--- src/rtl/multicycle_controller_if.sv ---
// Control bundle between the multicycle RV32I controller and its datapath.
// The slave modport is the controller's view; the master modport is the datapath's.
interface multicycle_controller_if;
  logic [6:0] op;
  logic [2:0] funct3;
  logic       funct7b5;
  logic       zero;
  logic [1:0] immSrc;
  logic [1:0] aluSrcA;
  logic [1:0] aluSrcB;
  logic [1:0] resultSrc;
  logic [2:0] aluControl;
  logic       adrSrc;
  logic       irWrite;
  logic       pcWrite;
  logic       regWrite;
  logic       memWrite;
  logic       done;
  logic       illegal;
  logic [3:0] state;

  modport master (
    output op, funct3, funct7b5, zero,
    input  immSrc, aluSrcA, aluSrcB, resultSrc, aluControl, adrSrc,
           irWrite, pcWrite, regWrite, memWrite, done, illegal, state
  );

  modport slave (
    input  op, funct3, funct7b5, zero,
    output immSrc, aluSrcA, aluSrcB, resultSrc, aluControl, adrSrc,
           irWrite, pcWrite, regWrite, memWrite, done, illegal, state
  );
endinterface

--- src/rtl/multicycle_controller.sv ---
// Main control FSM of the multicycle RV32I core: sequences one instruction at
// a time and drives all datapath selects, write enables and the ALU control.
module multicycle_controller (
  input logic                   clk,
  input logic                   rst_n,
  multicycle_controller_if.slave bus
);

  localparam logic [6:0] OP_LW  = 7'b0000011;
  localparam logic [6:0] OP_SW  = 7'b0100011;
  localparam logic [6:0] OP_R   = 7'b0110011;
  localparam logic [6:0] OP_I   = 7'b0010011;
  localparam logic [6:0] OP_BEQ = 7'b1100011;
  localparam logic [6:0] OP_JAL = 7'b1101111;

  typedef enum logic [3:0] {
    FETCH    = 4'd0,
    DECODE   = 4'd1,
    MEMADR   = 4'd2,
    MEMREAD  = 4'd3,
    MEMWB    = 4'd4,
    MEMWRITE = 4'd5,
    EXECUTER = 4'd6,
    EXECUTEI = 4'd7,
    ALUWB    = 4'd8,
    BEQ      = 4'd9,
    JAL      = 4'd10
  } state_t;

  state_t     state_q;
  state_t     state_d;
  logic [1:0] alu_op;
  logic       branch;
  logic       pc_update;
  logic       op_legal;

  always_ff @(posedge clk or negedge rst_n) begin
    if (!rst_n) state_q <= FETCH;
    else        state_q <= state_d;
  end

  always_comb begin
    op_legal = 1'b0;
    case (bus.op)
      OP_LW, OP_SW, OP_R, OP_I, OP_BEQ, OP_JAL: op_legal = 1'b1;
      default:                                  op_legal = 1'b0;
    endcase
  end

  always_comb begin
    state_d = FETCH;
    case (state_q)
      FETCH: state_d = DECODE;
      DECODE: begin
        case (bus.op)
          OP_LW, OP_SW: state_d = MEMADR;
          OP_R:         state_d = EXECUTER;
          OP_I:         state_d = EXECUTEI;
          OP_BEQ:       state_d = BEQ;
          OP_JAL:       state_d = JAL;
          default:      state_d = FETCH;
        endcase
      end
      MEMADR:   state_d = (bus.op == OP_LW) ? MEMREAD : MEMWRITE;
      MEMREAD:  state_d = MEMWB;
      MEMWB:    state_d = FETCH;
      MEMWRITE: state_d = FETCH;
      EXECUTER: state_d = ALUWB;
      EXECUTEI: state_d = ALUWB;
      JAL:      state_d = ALUWB;
      ALUWB:    state_d = FETCH;
      BEQ:      state_d = FETCH;
      // Codes 11-15 are unreachable; recover through FETCH.
      default:  state_d = FETCH;
    endcase
  end

  always_comb begin
    bus.aluSrcA   = 2'b00;
    bus.aluSrcB   = 2'b00;
    bus.resultSrc = 2'b00;
    bus.adrSrc    = 1'b0;
    bus.irWrite   = 1'b0;
    bus.regWrite  = 1'b0;
    bus.memWrite  = 1'b0;
    bus.done      = 1'b0;
    bus.illegal   = 1'b0;
    alu_op        = 2'b00;
    branch        = 1'b0;
    pc_update     = 1'b0;
    case (state_q)
      FETCH: begin
        bus.irWrite   = 1'b1;
        bus.aluSrcB   = 2'b10;
        bus.resultSrc = 2'b10;
        pc_update     = 1'b1;
      end
      DECODE: begin
        bus.aluSrcA = 2'b01;
        bus.aluSrcB = 2'b01;
        bus.illegal = ~op_legal;
        bus.done    = ~op_legal;
      end
      MEMADR: begin
        bus.aluSrcA = 2'b10;
        bus.aluSrcB = 2'b01;
      end
      MEMREAD: bus.adrSrc = 1'b1;
      MEMWB: begin
        bus.resultSrc = 2'b01;
        bus.regWrite  = 1'b1;
        bus.done      = 1'b1;
      end
      MEMWRITE: begin
        bus.adrSrc   = 1'b1;
        bus.memWrite = 1'b1;
        bus.done     = 1'b1;
      end
      EXECUTER: begin
        bus.aluSrcA = 2'b10;
        alu_op      = 2'b10;
      end
      EXECUTEI: begin
        bus.aluSrcA = 2'b10;
        bus.aluSrcB = 2'b01;
        alu_op      = 2'b10;
      end
      ALUWB: begin
        bus.regWrite = 1'b1;
        bus.done     = 1'b1;
      end
      BEQ: begin
        bus.aluSrcA = 2'b10;
        alu_op      = 2'b01;
        branch      = 1'b1;
        bus.done    = 1'b1;
      end
      JAL: begin
        bus.aluSrcA = 2'b01;
        bus.aluSrcB = 2'b10;
        pc_update   = 1'b1;
      end
      default: ;
    endcase
  end

  assign bus.pcWrite = pc_update | (branch & bus.zero);
  assign bus.state   = state_q;

  always_comb begin
    bus.aluControl = 3'b000;
    case (alu_op)
      2'b01: bus.aluControl = 3'b001;
      2'b10: begin
        case (bus.funct3)
          3'b000:  bus.aluControl = (bus.op[5] & bus.funct7b5) ? 3'b001 : 3'b000;
          3'b010:  bus.aluControl = 3'b101;
          3'b110:  bus.aluControl = 3'b011;
          3'b111:  bus.aluControl = 3'b010;
          default: bus.aluControl = 3'b000;
        endcase
      end
      default: bus.aluControl = 3'b000;
    endcase
  end

  always_comb begin
    bus.immSrc = 2'b00;
    case (bus.op)
      OP_SW:   bus.immSrc = 2'b01;
      OP_BEQ:  bus.immSrc = 2'b10;
      OP_JAL:  bus.immSrc = 2'b11;
      default: bus.immSrc = 2'b00;
    endcase
  end

endmodule

--- src/flat_wrapper.sv ---
// flat-port wrapper written by rule: the top's interface ports become plain ports
module multicycle_controller_flat 
  (clk, rst_n, bus_op, bus_funct3, bus_funct7b5, bus_zero, bus_immSrc, bus_aluSrcA, bus_aluSrcB, bus_resultSrc, bus_aluControl, bus_adrSrc, bus_irWrite, bus_pcWrite, bus_regWrite, bus_memWrite, bus_done, bus_illegal, bus_state);
  multicycle_controller_if bus_i ();
  input logic clk;
  input logic rst_n;
  input wire logic [$bits(bus_i.op)-1:0] bus_op;
  input wire logic [$bits(bus_i.funct3)-1:0] bus_funct3;
  input wire logic [$bits(bus_i.funct7b5)-1:0] bus_funct7b5;
  input wire logic [$bits(bus_i.zero)-1:0] bus_zero;
  output wire logic [$bits(bus_i.immSrc)-1:0] bus_immSrc;
  output wire logic [$bits(bus_i.aluSrcA)-1:0] bus_aluSrcA;
  output wire logic [$bits(bus_i.aluSrcB)-1:0] bus_aluSrcB;
  output wire logic [$bits(bus_i.resultSrc)-1:0] bus_resultSrc;
  output wire logic [$bits(bus_i.aluControl)-1:0] bus_aluControl;
  output wire logic [$bits(bus_i.adrSrc)-1:0] bus_adrSrc;
  output wire logic [$bits(bus_i.irWrite)-1:0] bus_irWrite;
  output wire logic [$bits(bus_i.pcWrite)-1:0] bus_pcWrite;
  output wire logic [$bits(bus_i.regWrite)-1:0] bus_regWrite;
  output wire logic [$bits(bus_i.memWrite)-1:0] bus_memWrite;
  output wire logic [$bits(bus_i.done)-1:0] bus_done;
  output wire logic [$bits(bus_i.illegal)-1:0] bus_illegal;
  output wire logic [$bits(bus_i.state)-1:0] bus_state;
  assign bus_i.op = bus_op;
  assign bus_i.funct3 = bus_funct3;
  assign bus_i.funct7b5 = bus_funct7b5;
  assign bus_i.zero = bus_zero;
  assign bus_immSrc = bus_i.immSrc;
  assign bus_aluSrcA = bus_i.aluSrcA;
  assign bus_aluSrcB = bus_i.aluSrcB;
  assign bus_resultSrc = bus_i.resultSrc;
  assign bus_aluControl = bus_i.aluControl;
  assign bus_adrSrc = bus_i.adrSrc;
  assign bus_irWrite = bus_i.irWrite;
  assign bus_pcWrite = bus_i.pcWrite;
  assign bus_regWrite = bus_i.regWrite;
  assign bus_memWrite = bus_i.memWrite;
  assign bus_done = bus_i.done;
  assign bus_illegal = bus_i.illegal;
  assign bus_state = bus_i.state;
  multicycle_controller u_core (.clk(clk), .rst_n(rst_n), .bus(bus_i));
endmodule
--- config.mk ---
export PLATFORM = sky130hd
export DESIGN_NAME = multicycle_controller_flat
export DESIGN_NICKNAME = d
export VERILOG_FILES = /design/src/rtl/multicycle_controller_if.sv /design/src/rtl/multicycle_controller.sv /design/src/flat_wrapper.sv
export SDC_FILE = /design/constraint.sdc
export NUM_CORES = 1
export LEC_CHECK = 0
export ABC_AREA = 1
export BUFFER_PORTS_ARGS = -buffer_cell sky130_fd_sc_hd__buf_2
export CORE_UTILIZATION = 35
export CTS_CLUSTER_SIZE = 10
export DETAILED_ROUTE_END_ITERATION = 16
export PLACE_DENSITY = 0.76
export SLEW_MARGIN = 10
export SYNTH_ARGS = -nofsm -noshare
export SYNTH_HDL_FRONTEND = slang
export SYNTH_SLANG_ARGS = --single-unit
--- constraint.sdc ---
create_clock -name clk -period 4.4 [get_ports clk]
set_input_delay 0.66 -clock clk [delete_from_list [all_inputs] [get_ports clk]]
set_output_delay 0.66 -clock clk [all_outputs]
set_load 0.02 [all_outputs]
==> metrics.cfg <==
[final_layout]
largest_reg_flops = 4
stdcell_area_um2 = 729
seqCellArea_um2 = 100
final_cell_mix = buf_2 (35), nand2_1 (23), nor2_1 (12), inv_1 (12), nand3_1 (8)
syn2layout_area_growth_pct = 40.1
final_common_cell = buf_2
fill_cells = 147
diodes = 0
multi_input_area_um2 = 345
num-nets-final = 144
drive_gt1_share_pct = 41.3

[clock_tree]
insertion_delay_ns = 0.24
cts_sinks = 4
cts.reportedPaths.clkPinSlew_ns = 0.04
cts.htree.levels = 1
cts_hold_buffers = 0
clock_path_buffers = 2
cts_tree = done
cts_setup_buffers = 0
ctsResizeCount = 0
cts-root-buf = clkbuf_4
cts-buffers-inserted = 3

[floorplan]
fp.dieH_um = 40.6
rows = 13
die_w_um = 40.6
start_util_pct = 38.6
die-area_mm2 = 0.00165
io_pins = 36
core_area_mm2 = 0.00135

[global_route]
grt_pass1_wl_um = 1940
grt_pass1_vias = 466
antenna_found_initial = 0
grt-ovfl-total = 0
grt_max_degree = 8
grt_usage_pct = 18.4

[timing]
slew_viol_final = 0
finalClockSkew_ns = 0.00676
setup_viol = 0
min_period_ns = 2.48
worst_hold_slack_ns = 0.216
max_freq_mhz = 403
report.final.hold_viol_count = 0
tightest_slew_ns = 0.268
rsz0062_at_grt = false
tns_ns = 0
relSlewSlack_pct = 82.2
fin_ws_ns = 1.92
post-route-period-util_pct = 56.4

[detailed_routing]
routed_wl_um = 1340
post-route-drc-count = 0
first_iter_violations = 9
num_vias = 651
post_drt_via_cell_ratio = 4.62
wire_per_inst_um = 9.48
first_pass_iters = 4
ant_nets = 0

[pwr]
powerDensity_mw_per_mm2 = 414
p_leak_nw = 0.484
p_total_mw = 0.302
irDropWorstVdd_mv = 0.156

[logic_synthesis]
netlist_top_cells_area = dfrtp_1 (19%), nand2_1 (17%), inv_1 (8.7%), nor2_1 (8.7%), nand3_1 (7.7%)
synthesis.instances = 89
yosysTopAreaCellShare_pct = 19.2
yosys.area.top_type = dfrtp_1
synth_seq_area_share_pct = 19.2
synth_fp_nets = 105
ys_warn_count = 0
ys_ff_latch = 4
synth_cell_types = 21
avgSynthCellArea_um2 = 5.85
netlist_area_um2 = 520

[placement]
dp_hpwl_um = 1100
placed_cell_area_um2 = 707
dp_slack_ns = 2.17
globalplace.congestion = 0.759
portBuffers = 35

[worst_setup_path]
critPathArrivalTime_ns = 1.82
cp_max_fo = 7
critical_path_required_ns = 3.74
critPathKind = reg -> out
cp-start-kind = flip-flop
endpoint_kind = primary output
reg2regPathDepth = 5

[run_status]
status = finished, final reports clean

[min_path]
hold_class = in -> async

[run]
maxCapViolCount = 0

cells by family after synthesis:
logic type	count (synthesis)	share of synthesized area, %
AOI/OAI and AO/OA	8	8.65
adders and majority gates	2	4.81
buffers and inverters	19	14.4
DFF	4	19.2
and+or+nand+nor	56	52.9
synth_stat cells (all sizes together):
master  count
o21ai       3
buf         1
nor4        1
a21oi       3
ha          2
nor3        1
inv        18
dfrtp       4
nand4       2
nor2       17
nand2      26
and3        1
nand3       8
o21bai      1
o211ai      1
routing by layer:
| layer | global-route usage [%] | up-vias | part of all wire, % |
|---|---|---|---|
| met4 | 12.5 | 0 | 1.0 |
| met2 | 29.8 | 23 | 50 |
| met1 | 21.7 | 273 | 45 |
| li1 | - | 353 | - |
| met5 | 0 | - | 0 |
| met3 | 3.33 | 2 | 4.6 |
critical path: stages (launching register included):
cell and delay [ns]:
dfrtp_1 0.44, inv_2 0.11, nand2_4 0.12, inv_2 0.04, nand2_2 0.08, inv_2 0.04, ha_1 0.29, nor4_1 0.26
buf_2 0.21
worst paths after layout:
path / start / endpoint / slack, ns
worst min-delay path: rst_n / u_core.bus.state[1] / 0.22
worst max-delay path: u_core.bus.state[1] / bus_aluControl[2] / 1.92
max in group asynchronous: rst_n / u_core.bus.state[3] / 4.06
worst max register to register: u_core.bus.state[2] / u_core.bus.state[1] / 3.21
min in group clk: u_core.bus.state[3] / u_core.bus.state[0] / 0.63
worst min register to register: u_core.bus.state[3] / u_core.bus.state[0] / 0.63
where the power goes:
group	total [mW]	switching [mW]	leakage, nW	internal (mW)
Combinational	0.201	0.133	0.416	0.0681
Clock	0.0458	0.0153	0.0138	0.0305
Sequential	0.0549	0.0123	0.0538	0.0425
metrics by stage:
stage / instances / util, %
floorplan: 89 / -
CTS: 141 / 54.0
finish: 141 / 54.0
detailed placement: 138 / 52.4
global placement: 138 / 52.4
global route: 141 / 54.0
cell type report:
class	count	area share, %
clock buffers	3	3.09
repair buffers	35	24.0
flip-flops and latches	4	13.7
well taps	15	2.57
multi-input cells	66	47.3
inverters	18	9.26
(Power assumes the default switching activity.)
